--- src/rtl/multicycle_control_fsm.sv ---
// Multicycle MIPS sequencing controller: Moore state decode drives every datapath
// mux and write enable; memory states use a req/ready handshake with a wait watchdog.
module multicycle_control_fsm #(
  parameter bit          MEM_HANDSHAKE  = 1'b1,
  parameter int unsigned TIMEOUT_CYCLES = 255
) (
  input  logic       clk,
  input  logic       rst_n,
  input  logic [5:0] opcode,
  input  logic       mem_ready,
  output logic       mem_req,
  output logic       i_or_d,
  output logic       mem_write,
  output logic       ir_write,
  output logic       pc_write,
  output logic       branch,
  output logic [1:0] pc_src,
  output logic       alu_src_a,
  output logic [1:0] alu_src_b,
  output logic [1:0] alu_op,
  output logic       reg_dst,
  output logic       mem_to_reg,
  output logic       reg_write,
  output logic       illegal_op,
  output logic       mem_timeout,
  output logic [3:0] state
);

  localparam int unsigned CNT_W = 8;

  localparam logic [5:0] OP_R    = 6'b000000;
  localparam logic [5:0] OP_J    = 6'b000010;
  localparam logic [5:0] OP_BEQ  = 6'b000100;
  localparam logic [5:0] OP_ADDI = 6'b001000;
  localparam logic [5:0] OP_LW   = 6'b100011;
  localparam logic [5:0] OP_SW   = 6'b101011;

  typedef enum logic [3:0] {
    ST_FETCH  = 4'd0,
    ST_DECODE = 4'd1,
    ST_MEMADR = 4'd2,
    ST_MEMRD  = 4'd3,
    ST_MEMWB  = 4'd4,
    ST_MEMWR  = 4'd5,
    ST_EXEC   = 4'd6,
    ST_ALUWB  = 4'd7,
    ST_BRANCH = 4'd8,
    ST_ADDIEX = 4'd9,
    ST_ADDIWB = 4'd10,
    ST_JUMP   = 4'd11
  } state_t;

  state_t           r_state;
  state_t           w_state_nxt;
  logic [CNT_W-1:0] r_wait_cnt;
  logic [CNT_W-1:0] w_wait_cnt_nxt;

  logic       w_ready;
  logic       w_mem_state;
  logic       w_timeout;

  logic       w_mem_req;
  logic       w_i_or_d;
  logic       w_mem_write;
  logic       w_ir_write;
  logic       w_pc_write;
  logic       w_branch;
  logic [1:0] w_pc_src;
  logic       w_alu_src_a;
  logic [1:0] w_alu_src_b;
  logic [1:0] w_alu_op;
  logic       w_reg_dst;
  logic       w_mem_to_reg;
  logic       w_reg_write;
  logic       w_illegal_op;

  assign w_ready     = MEM_HANDSHAKE ? mem_ready : 1'b1;
  assign w_mem_state = (r_state == ST_FETCH) || (r_state == ST_MEMRD) || (r_state == ST_MEMWR);
  // Ready in the abort cycle wins, so the watchdog only fires while ready is still low.
  assign w_timeout   = w_mem_state && !w_ready && (r_wait_cnt == CNT_W'(TIMEOUT_CYCLES));

  // State and wait-counter registers; reset aborts any instruction in flight.
  always_ff @(posedge clk or negedge rst_n) begin
    if (!rst_n) begin
      r_state    <= ST_FETCH;
      r_wait_cnt <= '0;
    end else begin
      r_state    <= w_state_nxt;
      r_wait_cnt <= w_wait_cnt_nxt;
    end
  end

  // Next-state selection plus Moore control decode for the current state.
  always_comb begin
    w_state_nxt    = r_state;
    w_wait_cnt_nxt = '0;
    w_mem_req      = 1'b0;
    w_i_or_d       = 1'b0;
    w_mem_write    = 1'b0;
    w_ir_write     = 1'b0;
    w_pc_write     = 1'b0;
    w_branch       = 1'b0;
    w_pc_src       = 2'b00;
    w_alu_src_a    = 1'b0;
    w_alu_src_b    = 2'b00;
    w_alu_op       = 2'b00;
    w_reg_dst      = 1'b0;
    w_mem_to_reg   = 1'b0;
    w_reg_write    = 1'b0;
    w_illegal_op   = 1'b0;

    // Count only while parked in a memory state; any transition or re-entry clears it.
    if (w_mem_state && !w_ready && !w_timeout) begin
      w_wait_cnt_nxt = r_wait_cnt + CNT_W'(1);
    end

    case (r_state)
      ST_FETCH: begin
        w_mem_req   = 1'b1;
        w_alu_src_b = 2'b01;
        w_ir_write  = w_ready;
        w_pc_write  = w_ready;
        if (w_ready) w_state_nxt = ST_DECODE;
        else         w_state_nxt = ST_FETCH;
      end
      ST_DECODE: begin
        w_alu_src_b = 2'b11;
        case (opcode)
          OP_LW, OP_SW: w_state_nxt = ST_MEMADR;
          OP_R:         w_state_nxt = ST_EXEC;
          OP_BEQ:       w_state_nxt = ST_BRANCH;
          OP_ADDI:      w_state_nxt = ST_ADDIEX;
          OP_J:         w_state_nxt = ST_JUMP;
          default: begin
            w_state_nxt  = ST_FETCH;
            w_illegal_op = 1'b1;
          end
        endcase
      end
      ST_MEMADR: begin
        w_alu_src_a = 1'b1;
        w_alu_src_b = 2'b10;
        w_state_nxt = (opcode == OP_LW) ? ST_MEMRD : ST_MEMWR;
      end
      ST_MEMRD: begin
        w_mem_req = 1'b1;
        w_i_or_d  = 1'b1;
        if (w_ready)        w_state_nxt = ST_MEMWB;
        else if (w_timeout) w_state_nxt = ST_FETCH;
      end
      ST_MEMWB: begin
        w_reg_write  = 1'b1;
        w_mem_to_reg = 1'b1;
        w_state_nxt  = ST_FETCH;
      end
      ST_MEMWR: begin
        w_mem_req   = 1'b1;
        w_i_or_d    = 1'b1;
        w_mem_write = w_ready;
        if (w_ready || w_timeout) w_state_nxt = ST_FETCH;
      end
      ST_EXEC: begin
        w_alu_src_a = 1'b1;
        w_alu_op    = 2'b10;
        w_state_nxt = ST_ALUWB;
      end
      ST_ALUWB: begin
        w_reg_write = 1'b1;
        w_reg_dst   = 1'b1;
        w_state_nxt = ST_FETCH;
      end
      ST_BRANCH: begin
        w_alu_src_a = 1'b1;
        w_alu_op    = 2'b01;
        w_branch    = 1'b1;
        w_pc_src    = 2'b01;
        w_state_nxt = ST_FETCH;
      end
      ST_ADDIEX: begin
        w_alu_src_a = 1'b1;
        w_alu_src_b = 2'b10;
        w_state_nxt = ST_ADDIWB;
      end
      ST_ADDIWB: begin
        w_reg_write = 1'b1;
        w_state_nxt = ST_FETCH;
      end
      ST_JUMP: begin
        w_pc_write  = 1'b1;
        w_pc_src    = 2'b10;
        w_state_nxt = ST_FETCH;
      end
      default: w_state_nxt = ST_FETCH;
    endcase
  end

  // Every output is forced low while reset is asserted.
  assign mem_req     = rst_n & w_mem_req;
  assign i_or_d      = rst_n & w_i_or_d;
  assign mem_write   = rst_n & w_mem_write;
  assign ir_write    = rst_n & w_ir_write;
  assign pc_write    = rst_n & w_pc_write;
  assign branch      = rst_n & w_branch;
  assign pc_src      = rst_n ? w_pc_src    : 2'b00;
  assign alu_src_a   = rst_n & w_alu_src_a;
  assign alu_src_b   = rst_n ? w_alu_src_b : 2'b00;
  assign alu_op      = rst_n ? w_alu_op    : 2'b00;
  assign reg_dst     = rst_n & w_reg_dst;
  assign mem_to_reg  = rst_n & w_mem_to_reg;
  assign reg_write   = rst_n & w_reg_write;
  assign illegal_op  = rst_n & w_illegal_op;
  assign mem_timeout = rst_n & w_timeout;
  assign state       = rst_n ? r_state     : 4'd0;

endmodule

--- config.mk ---
export PLATFORM = sky130hd
export DESIGN_NAME = multicycle_control_fsm
export DESIGN_NICKNAME = d
export VERILOG_FILES = /design/src/rtl/multicycle_control_fsm.sv
export SDC_FILE = /design/constraint.sdc
export NUM_CORES = 1
export LEC_CHECK = 0
export ABC_AREA = 1
export CAP_MARGIN = 25
export CORE_UTILIZATION = 45
export CTS_BUF_LIST = sky130_fd_sc_hd__clkbuf_16
export DETAILED_ROUTE_END_ITERATION = 10
export PLACE_DENSITY = 0.74
export SLEW_MARGIN = 25
export SYNTH_ARGS = -nofsm -noshare
export SYNTH_HDL_FRONTEND = slang
export SYNTH_SLANG_ARGS = --single-unit
--- constraint.sdc ---
create_clock -name clk -period 1.98 [get_ports clk]
set_input_delay 0.495 -clock clk [delete_from_list [all_inputs] [get_ports clk]]
set_output_delay 0.495 -clock clk [all_outputs]
set_load 0.005 [all_outputs]
* After elaboration in Yosys (flattened, before gate mapping)
Index checks and enable logic that the tools add are counted.
** Cells by class
- Add/sub/neg operators :: 1
- $mul :: 0
- Div/mod/pow operators :: 0
- Magnitude comparators :: 0
- Equality and inequality tests :: 19
- Shifts and indexed selects :: 0
- Multiplexer cells :: 27
- Bitwise operators :: 12
- Reduce and logical (&&, ||, !) cells :: 18
** Operator list (count)
- $pmux 4 s7 :: 1
- $pmux 4 s5 :: 1
- $eq 4x3->1 const B :: 4
- $eq 4x4->1 const B :: 4
- $mux 4 :: 4
- $and 1x1->1 :: 12
- $eq 6x6->1 const B :: 2
- $mux 1 :: 12
- $add 8x1->8 const B :: 1
- $eq 4x2->1 const B :: 2
- $eq 8x8->1 const B :: 1
- $mux 8 :: 1
- $pmux 2 s2 :: 2
- $eq 6x2->1 const B :: 1
- $eq 6x3->1 const B :: 1
- $eq 6x4->1 const B :: 1
- $logic_not 6->1 :: 1
- $mux 2 :: 3
- $pmux 2 s3 :: 1
- $reduce_or 2->1 :: 3
- $reduce_or 3->1 :: 2
- $reduce_or 6->1 :: 1
- $eq 4x1->1 const B :: 1
- $logic_not 4->1 :: 1
- other kinds (9) :: 14
** Storage, ports and cells
- Register bits :: 12
- Latch bits :: 0
- Bits in writable memories :: 0
- ROM bits :: 0
- Input port bits :: 9
- Output and inout bits :: 22
- Word-level logic and storage cells :: 79
- Memories :: 0

* Longest topological paths before layout
- Depth after elaboration :: 8
- Gate-level depth with buffers :: 7
- Gate-level depth less buffers :: 7

* Worst setup path after synthesis
No wires, ideal clock.
- Kind :: reg2out
- Start point :: reg r_wait_cnt[0]
- End point :: out mem_timeout
- Data arrival time :: 1.094 ns
- Data required time :: 1.485 ns
- Path slack :: 0.391 ns
- Cell stages (with the launch flop) :: 6
- Cells stage by stage :: dfrtp_1 > ha_1 > nand2_1 > nor2_1 > nand2_1 > nor2_1
** On the way
- Longest elaborated chain between the ends :: 3
** RTL lines
- start, declared :: RTL line 55 : logic [CNT_W-1:0] r_wait_cnt;
- start signal, assigned :: RTL line 89 : r_wait_cnt <= w_wait_cnt_nxt;
- $eq 8x8->1 :: RTL line 80 : assign w_timeout = w_mem_state && !w_ready && (r_wait_cnt == CNT_W'(TIMEOUT_CYCLES));
- $logic_and 1x1->1 :: RTL line 80
- $and 1x1->1 :: RTL line 212 : assign mem_timeout = rst_n & w_timeout;
- end, declared :: RTL line 25 : output logic mem_timeout,
No other way between the ends.

* Final worst setup path
- Start point :: reg r_state[3]
- End point :: out mem_req
** On the way
- Longest elaborated chain between the ends :: 4
- Elaborated cells on any way between the ends :: 6
** RTL lines
- start, declared :: RTL line 53 : state_t r_state;
- start signal, assigned :: RTL line 88 : r_state <= w_state_nxt;
- $eq 4x2->1 (tied with other cells) :: RTL line 117 : case (r_state)
- $reduce_or 3->1 (no line) *
- $mux 1 * :: RTL line 117
- $and 1x1->1 * :: RTL line 198 : assign mem_req = rst_n & w_mem_req;
- end, declared :: RTL line 11 : output logic mem_req,
Mark *: on every way between the ends. The rest lies on a longest branch, timed or not.

==> results.py <==
metrics = {
    "routing": {
        "wl_per_cell_um": 13.9,
        "drt-pass1-iter-count": 4,
        "num_vias": 1382,
        "drt_iter0_markers": 33,
        "wirelength_met1_um": 1440,
        "vias_per_cell": 5.25,
        "routed-wl-met2_um": 1910,
        "drc_errors": 0,
        "top_layer_used": "met4",
        "wl_met3_um": 228,
        "postRouteAntennaNets": 0,
        "wl_um": 3660,
    },
    "pwr": {
        "irDropWorstVdd_uv": 860,
        "power.density_mw_per_mm2": 534,
        "p_leak_nw": 1.04,
        "pwr-share-comb_pct": 34.1,
        "power_frac_seq_pct": 28.5,
        "p_int_w": 0.000682,
        "swShare_pct": 29.0,
        "switching_power_w": 0.000278,
        "clkPwrFrac_pct": 37.4,
    },
    "clock_network": {
        "path_clk_slew_ns": 0.04,
        "cts_tree": "done",
        "cts-root-buf": "clkbuf_16",
        "insertion_delay_ns": 0.24,
        "clock_sinks": 12,
        "clockBufferDepth": 2,
        "htreeDepth": 1,
        "numCtsBuffers": 3,
    },
    "placed_design": {
        "port_buffers": 30,
        "placed_cell_area_mm2": 0.00153,
        "hpwl_um": 2220,
        "dp_slack_ns": -0.572,
        "gp_congestion": 0.837,
    },
    "status": {
        "status": "complete, but fails checks",
        "violations": "negative setup slack",
    },
    "yosys": {
        "synth_top_area_share_pct": 30.9,
        "ys.flop_type": "dfrtp_1",
        "syn_nets": 174,
        "postSynthAreaPerCell_um2": 5.93,
        "synthArstFlopShare_pct": 100,
        "synth_top_area_cell": "dfrtp_1",
        "ys_top_cells_by_area": "dfrtp_1 (31%), nand2_1 (17%), nor2_1 (15%), inv_1 (8.9%), nand3_1 (6.7%)",
        "synth_area_um2": 972,
        "synth_edf_count": 0,
        "yosysMostFrequentCell": "nand2_1",
        "synth_cells": 164,
        "synth_commonest_cells": "nand2_1 (45), nor2_1 (38), inv_1 (23)",
        "synthDistinctLibCells": 20,
        "synth_seq_area_share_pct": 30.9,
        "yosys_warnings": 0,
        "ys_ff_latch": 12,
    },
    "sta": {
        "rsz0062_at_grt": "true",
        "max_slew_margin_pct": 78.6,
        "hold_viol_final": 0,
        "post-route-min-period_ns": 2.01,
        "clock.fmax_ghz": 0.498,
        "slew_viol_final": 0,
        "layout_setup_ws_ns": -0.0297,
        "tightest_slew_ns": 0.319,
        "fin_hold_ws_ns": 0.444,
        "period_share_pct": 101,
        "fin_skew_ns": 0.00331,
        "setup-violations-final": 3,
    },
    "die": {
        "rows": 16,
        "fp.dieH_um": 48.5,
        "dieArea_mm2": 0.00235,
        "pin_count": 31,
        "initial_core_util_pct": 48.6,
        "coreArea_mm2": 0.00200,
        "die_w_um": 48.5,
    },
    "global_routing": {
        "grt_overflow_total": 0,
        "grt_pass1_wl_um": 5950,
        "grt_util_all_layers_pct": 32.2,
        "grt_max_degree": 13,
        "antenna_found_initial": 0,
        "grt_pass1_vias": 1413,
    },
    "worst_setup_path": {
        "start_kind": "register",
        "endpoint": "mem_req",
        "path_max_fanout": 3,
        "r2r.worst_path.cells": 11,
        "required_ns": 1.48,
        "arrival_ns": 1.51,
        "crit_start": "r_state[3]",
        "critPathKind": "reg2out",
        "reg2reg_to": "r_wait_cnt[3]",
        "end_kind": "output pin",
        "r2r_slack_ns": 0.33,
        "timing.rr.start": "r_state[2]",
    },
    "final_layout": {
        "final_area_mm2": 0.00180,
        "syn2layout_area_growth_pct": 85.1,
        "nNetsFinal": 248,
        "drive_gt1_share_pct": 37.3,
        "n_antenna_cell": 0,
    },
    "flow_run": {
        "drv_cap": 0,
    },
    "worst_hold_path": {
        "hold_path.class": "in2async",
    },
}
## kinds of logic (layout without fill, tap and decap cells)
group	count (synthesis)	after routing	synth area share, %
and+or+nand+nor	111	111	48.9
buffers and inverters	27	99	10.9
DFF	12	12	30.9
AOI/OAI and AO/OA	10	10	5.28
xor gates and xnor gates	3	3	2.70
adders and majority gates	1	1	1.29
## layout by cell type, fill, tap and decap left out, types with 2 or more instances in the layout
cell             Yosys  layout
nand2_1             45      39
buf_4                1      36
nor2_1              38      24
inv_1               23      19
dlygate4sd2_1        0      14
nand3_1             13      13
nor2_2               2      11
dfrtp_1             12      11
inv_2                2       6
nand2_2              3       6
dlymetal6s2s_1       0       6
nor2_4               0       5
a21oi_1              5       5
buf_6                0       5
nand4_1              4       4
nand2_4              0       3
clkbuf_16            0       3
clkdlybuf4s15_1      0       3
nor3_1               5       2
xnor2_1              2       2
nor3_2               0       2
o21ai_0              3       2
clkbuf_2             0       2
buf_2                1       2
clkdlybuf4s50_1      0       2
## worst min path at each step
stage / end / slack, ns
global placement: r_wait_cnt[0] / 0.45
detailed placement: r_wait_cnt[0] / 0.45
CTS: r_state[1] / 0.45
finish: r_state[1] / 0.44
global route: r_state[1] / 0.47
floorplan: r_state[0] / 0.20
## stage by stage
stage	total power [W]	utilization (%)	TNS (ns)	instances
CTS	0.000925	86.1	-0.201	261
global placement	0.000524	76.3	-7.92	250
floorplan	0.000382	-	0	164
global route	0.00100	89.9	-0.645	263
detailed placement	0.000530	76.3	-8.63	250
finish	0.000960	89.9	-0.0743	263
## layout make-up
| class | instances | area, um2 |
|---|---|---|
| clock buffers | 3 | 75.1 |
| fillers | 105 | 203 |
| inverters | 25 | 93.8 |
| multi-input cells | 125 | 689 |
| flip-flops and latches | 12 | 302 |
| well taps | 27 | 33.8 |
| repair buffers | 71 | 606 |
## metal layers
metal / track usage (%) / vias to the layer above
met1: 36.7 / 636
met3: 6.60 / 12
met5: 0 / -
li1: - / 657
met4: 8.82 / 0
met2: 60.6 / 77
## state kept, by name (all words and copies together), names as in the netlist
register	flops
r_state	4
r_wait_cnt	8
## power groups by stage
stage / combinational, W / clock, W / sequential [W]
after global routing: 0.000352 / 0.000377 / 0.000274
after detailed placement: 0.000256 / 0 / 0.000274
final: 0.000327 / 0.000359 / 0.000274
after floorplan: 0.000108 / 0 / 0.000274
after CTS: 0.000294 / 0.000360 / 0.000272
after global placement: 0.000251 / 0 / 0.000273
## critical path, cell delays in order (launching register included)
cell and delay (ns):
dfrtp_1 0.40, inv_2 0.11, buf_4 0.14, nand2_4 0.07, nor2_2 0.14, nor2_4 0.06, a21oi_1 0.14, clkdlybuf4s15_1 0.22
## what timing repair did
action,CTS,global route
cloned,0,0
resized for setup,59,29
setup endpoints to repair,22,12
hold buffers,0,0
buffers inserted,8,2
pin swaps,7,4
(Power assumes the default switching activity.)
